### config.mk
export PLATFORM = sky130hd
export DESIGN_NAME = spi_cmd_receiver
export DESIGN_NICKNAME = d
export VERILOG_FILES = /design/src/rtl/spi_cmd_receiver.sv
export SDC_FILE = /design/constraint.sdc
export NUM_CORES = 1
export LEC_CHECK = 0
export ABC_AREA = 1
export CAP_MARGIN = 20
export CELL_PAD_IN_SITES_DETAIL_PLACEMENT = 0
export CELL_PAD_IN_SITES_GLOBAL_PLACEMENT = 1
export CORE_MARGIN = 1
export CORE_UTILIZATION = 37
export DETAILED_ROUTE_END_ITERATION = 6
export HOLD_SLACK_MARGIN = 0.08
export PLACE_DENSITY = 0.77
export SYNTH_ARGS = -nofsm -noshare
export SYNTH_HDL_FRONTEND = slang
export SYNTH_SLANG_ARGS = --single-unit
### constraint.sdc
create_clock -name sys_clk -period 1.71 [get_ports sys_clk]
set_clock_uncertainty 0.15 [all_clocks]
set_input_delay 0.171 -clock sys_clk [delete_from_list [all_inputs] [get_ports sys_clk]]
set_output_delay 0.171 -clock sys_clk [all_outputs]
set_load 0.05 [all_outputs]
### src/rtl/spi_cmd_receiver.sv
`default_nettype none
// ============================================================================
// Module      : spi_cmd_receiver
// Description : SPI mode-0 peripheral front end. Synchronises the SPI pins into
//               sys_clk, deserialises CMD+DATA frames MSB first, and strobes
//               cmd_valid (good frame) or frame_err (wrong bit count).
//               Define SPI_CMD_ECHO_EN to echo the last good frame on spi_miso.
// Revision    : 1.0 - initial release
// ============================================================================
module spi_cmd_receiver #(
    parameter int CMD_WIDTH      = 8,
    parameter int DATAWORD_WIDTH = 16,
    parameter int SYNC_STAGES    = 2
) (
    input  logic                      sys_clk,
    input  logic                      sys_rst,
    input  logic                      spi_sclk,
    input  logic                      spi_cs_n,
    input  logic                      spi_mosi,
    output logic                      spi_miso,
    output logic [CMD_WIDTH-1:0]      cmd_word,
    output logic [DATAWORD_WIDTH-1:0] data_word,
    output logic                      cmd_valid,
    output logic                      frame_err
);

    localparam int c_F     = CMD_WIDTH + DATAWORD_WIDTH;
    localparam int c_CNT_W = $clog2(c_F + 2);
    localparam logic [c_CNT_W-1:0] c_CNT_FULL = c_CNT_W'(c_F);
    localparam logic [c_CNT_W-1:0] c_CNT_SAT  = c_CNT_W'(c_F + 1);

    typedef enum logic [1:0] {
        ST_WAIT_IDLE = 2'd0,
        ST_IDLE      = 2'd1,
        ST_SHIFT     = 2'd2
    } state_t;

    state_t r_state;
    state_t w_state_next;

    logic [SYNC_STAGES-1:0] r_sclk_sync;
    logic [SYNC_STAGES-1:0] r_cs_sync;
    logic [SYNC_STAGES-1:0] r_mosi_sync;
    logic                   r_sclk_hist;
    logic                   r_cs_hist;
    logic                   w_sclk;
    logic                   w_cs;
    logic                   w_mosi;
    logic                   r_sclk_rise;
    logic                   r_cs_rise;
    logic                   r_cs_fall;
    logic                   r_mosi_bit;

    logic [c_F-1:0]     r_shreg;
    logic [c_CNT_W-1:0] r_bit_cnt;
    logic               w_clr;
    logic               w_shift;
    logic               w_accept;
    logic               w_reject;

    assign w_sclk = r_sclk_sync[SYNC_STAGES-1];
    assign w_cs   = r_cs_sync[SYNC_STAGES-1];
    assign w_mosi = r_mosi_sync[SYNC_STAGES-1];

    // Chains reset to 0 so a CS held low across reset never looks like a fresh fall.
    always_ff @(posedge sys_clk) begin
        if (sys_rst) begin
            r_sclk_sync <= '0;
            r_cs_sync   <= '0;
            r_mosi_sync <= '0;
            r_sclk_hist <= 1'b0;
            r_cs_hist   <= 1'b0;
            r_sclk_rise <= 1'b0;
            r_cs_rise   <= 1'b0;
            r_cs_fall   <= 1'b0;
            r_mosi_bit  <= 1'b0;
        end else begin
            r_sclk_sync <= {r_sclk_sync[SYNC_STAGES-2:0], spi_sclk};
            r_cs_sync   <= {r_cs_sync[SYNC_STAGES-2:0], spi_cs_n};
            r_mosi_sync <= {r_mosi_sync[SYNC_STAGES-2:0], spi_mosi};
            r_sclk_hist <= w_sclk;
            r_cs_hist   <= w_cs;
            r_sclk_rise <= w_sclk & ~r_sclk_hist;
            r_cs_rise   <= w_cs & ~r_cs_hist;
            r_cs_fall   <= ~w_cs & r_cs_hist;
            r_mosi_bit  <= w_mosi;
        end
    end

    always_ff @(posedge sys_clk) begin
        if (sys_rst) begin
            r_state <= ST_WAIT_IDLE;
        end else begin
            r_state <= w_state_next;
        end
    end

    always_comb begin
        w_state_next = r_state;
        w_clr        = 1'b0;
        w_shift      = 1'b0;
        w_accept     = 1'b0;
        w_reject     = 1'b0;
        case (r_state)
            ST_WAIT_IDLE: begin
                if (w_cs) begin
                    w_state_next = ST_IDLE;
                end
            end
            ST_IDLE: begin
                if (r_cs_fall) begin
                    w_state_next = ST_SHIFT;
                    w_clr        = 1'b1;
                end
            end
            ST_SHIFT: begin
                // CS rise takes priority; a coincident SCLK rise is not counted.
                if (r_cs_rise) begin
                    w_state_next = ST_IDLE;
                    if (r_bit_cnt == c_CNT_FULL) begin
                        w_accept = 1'b1;
                    end else begin
                        w_reject = 1'b1;
                    end
                end else if (r_sclk_rise) begin
                    w_shift = 1'b1;
                end
            end
            default: begin
                w_state_next = ST_WAIT_IDLE;
            end
        endcase
    end

    always_ff @(posedge sys_clk) begin
        if (sys_rst) begin
            r_shreg   <= '0;
            r_bit_cnt <= '0;
            cmd_word  <= '0;
            data_word <= '0;
            cmd_valid <= 1'b0;
            frame_err <= 1'b0;
        end else begin
            cmd_valid <= w_accept;
            frame_err <= w_reject;
            if (w_clr) begin
                r_bit_cnt <= '0;
            end
            if (w_shift) begin
                r_shreg <= {r_shreg[c_F-2:0], r_mosi_bit};
                if (r_bit_cnt != c_CNT_SAT) begin
                    r_bit_cnt <= r_bit_cnt + c_CNT_W'(1);
                end
            end
            if (w_accept) begin
                cmd_word  <= r_shreg[c_F-1:DATAWORD_WIDTH];
                data_word <= r_shreg[DATAWORD_WIDTH-1:0];
            end
        end
    end

`ifdef SPI_CMD_ECHO_EN
    logic           r_sclk_fall;
    logic [c_F-1:0] r_echo;
    logic [c_F-1:0] r_miso_sh;

    always_ff @(posedge sys_clk) begin
        if (sys_rst) begin
            r_sclk_fall <= 1'b0;
            r_echo      <= '0;
            r_miso_sh   <= '0;
        end else begin
            r_sclk_fall <= ~w_sclk & r_sclk_hist;
            if (w_accept) begin
                r_echo <= r_shreg;
            end
            if (r_state == ST_IDLE && r_cs_fall) begin
                r_miso_sh <= r_echo;
            end else if (r_state == ST_SHIFT && !r_cs_rise && r_sclk_fall) begin
                r_miso_sh <= {r_miso_sh[c_F-2:0], 1'b0};
            end
        end
    end

    assign spi_miso = r_miso_sh[c_F-1] & ~w_cs & (r_state == ST_SHIFT);
`else
    assign spi_miso = 1'b0;
`endif

endmodule
`default_nettype wire

==> key figures <==
Status
  • Outcome: complete, no violations

Placed design
  • Gpl congestion: 0.753
  • IO Port Bufs: 30
  • Place WS: 156 ps
  • Post-DP HPWL: 3.26 mm

Final layout
  • Commonest non-fill, non-tap cells in the layout: dfxtp_1 (69), nand2_1 (53), nor2_1 (49)
  • Synthesis-to-layout area growth: 22.2%
  • N_diodes: 0
  • Filler Cells Inserted: 737
  • Register Area: 0.00138 mm²
  • Final net count: 397
  • Layout cells sized above 1: 25.9%
  • Core Util, Final: 46.7%
  • Commonest non-fill, non-tap cell in the layout: dfxtp_1
  • Multi-input gate area: 0.00115 mm²

Global route
  • Initial antenna violation count: 0
  • Vias in the first global route: 1910
  • First-pass GRT wire length: 8.42 mm
  • Largest net degree at the start of global routing: 46
  • Global-route usage over all layers: 14.3%
  • Grt ovf: 0

Routing
  • Vias: 2206
  • Initial DRC count: 86
  • Met2 wire length: 2.24 mm
  • WL per Instance: 10.0 µm
  • DRC viols: 0
  • DR WL met3: 187 µm
  • Highest routed layer: met4
  • Number of vias per cell: 4.47
  • Met1 WL: 2.45 mm
  • ANT nets after route: 0
  • TritonRoute pass-1 iters: 5
  • DRT Wirelength: 4.94 mm

Floorplan
  • DIE HEIGHT: 88.5 µm
  • Row count: 31
  • Core ar.: 0.00725 mm²
  • Die Footprint: 0.00784 mm²
  • Die Wd: 88.5 µm
  • IO Count: 32
  • Initial core utilization: 38.2%

Timing
  • F_max: 0.650 GHz
  • Min cycle time layout: 1540 ps
  • Period utilization: 90.0%
  • Final setup viols: 0
  • Final worst setup slack: 172 ps
  • Post-route setup TNS: 0 ps
  • Final Max Tran Viols: 0
  • RSZ-0062 raised after global routing: no
  • Hold Fails Final Rpt: 0

Critical path
  • Slack of the worst reg-to-reg path: 170 ps
  • CP Launch Type: register
  • Worst Setup End Kind: register
  • Critical Path AT: 1670 ps
  • Critical path peak fanout: 18
  • Critical Path RT: 1840 ps
  • Worst Setup Path Type: reg -> reg

CTS
  • Worst-Skew Late Latency: 340 ps
  • Worst-path clk slew: 80 ps
  • Clk Tree Root Cell: clkbuf_8
  • CTS Buf Count: 9
  • Clock sinks: 69
  • H-tree Lvls: 3
  • CTS resizes: 0
  • CTS Buffer Depth: 2
  • CTS tree: yes
  • Post-CTS setup buffers: 0
  • Hold_buf cts: 0

Synthesis
  • Net Count, Synth: 362
  • FF+latch count, synth: 69
  • Post-synthesis cell area: 0.00277 mm²
  • Post-synthesis cell type count: 23
  • Syn_area_per_cell: 7.83 µm²
  • Yosys warning count: 0
  • Post-Synthesis Cells: 354
  • Register area share after synthesis: 49.9%

Pwr
  • P_leak: 1.38 nW
  • VDD IR max: 0.413 mV
  • Pwr dens: 984 mW/mm²

Min path
  • Hold Crit Class: in -> reg

Job
  • Max cap viols: 0
flip-flops by register name, indices dropped and copies added, names as in the netlist, 2 cells and up:
register / count
r_bit_cnt: 5
cmd_word: 8
r_state: 2
r_mosi_sync: 2
r_cs_sync: 2
r_shreg: 24
data_word: 16
r_sclk_sync: 2
power by group:
part	internal [mW]	leakage, nW	total, mW	switching [mW]
logic	0.0339	0.701	0.0891	0.0552
clock network	1.01	0.124	1.62	0.606
registers	1.62	0.557	1.62	0.00470
total	2.67	1.38	3.33	0.666
per-layer routing:
layer,vias to the layer above,track usage (%)
met5,-,0
met4,0,5.28
met3,5,5.88
met2,35,23.6
met1,999,16.5
li1,1167,-
worst paths after layout:
check | startpoint | end | depth (start not counted)
worst max-delay path | r_bit_cnt[1] | data_word[1] | 8
worst min-delay path | spi_mosi | r_mosi_sync[0] | 3
worst max register to register | r_bit_cnt[1] | data_word[1] | 8
worst min register to register | r_sclk_hist | r_sclk_rise | 1
Yosys cell counts (all sizes together):
master	instances	area, µm²
nor2	91	452
and2	1	6.26
conb	1	3.75
ha	3	37.5
nand3	18	90.1
inv	33	124
o21ai	25	125
nor3	5	25.0
or2	1	6.26
clkbuf	9	33.8
dfxtp	69	1380
nand2	54	205
nand3b	13	97.6
nand4	3	18.8
buf	12	83.8
a21oi	16	80.1
through the flow:
step / cells / power (mW) / area, µm² / hold WS (ps)
final: 493 / 3.33 / 3390 / 195
after detailed placement: 477 / 1.75 / 3140 / 239
after global routing: 493 / 3.48 / 3390 / 190
after global placement: 477 / 1.75 / 3140 / 234
after CTS: 493 / 3.39 / 3390 / 170
after floorplan: 354 / 1.72 / 2770 / 128
critical path, cell delays in order (launching register included):
cell and delay (ps):
dfxtp_1 310, inv_1 70, ha_1 130, nand2_1 90
nor2_4 130, and2_1 140, buf_4 290, nor2_1 70
nor2_1 90
logic make-up after synthesis:
logic type	count (synthesis)	share of synthesized area [%]
other	1	0.135
buffers and inverters	54	8.72
AOI/OAI and AO/OA	41	7.41
DFF	69	49.9
adders and majority gates	3	1.36
and+or+nand+nor	186	32.5
cell type report:
class                   count  area share, %
multi-input cells         231           33.9
inverters                  33           3.66
clock buffers              11           4.18
well taps                  99           3.66
clock inverters             5           3.18
repair buffers             45           10.6
flip-flops and latches     69           40.8
No activity file was read; power rests on OpenSTA's default activity.
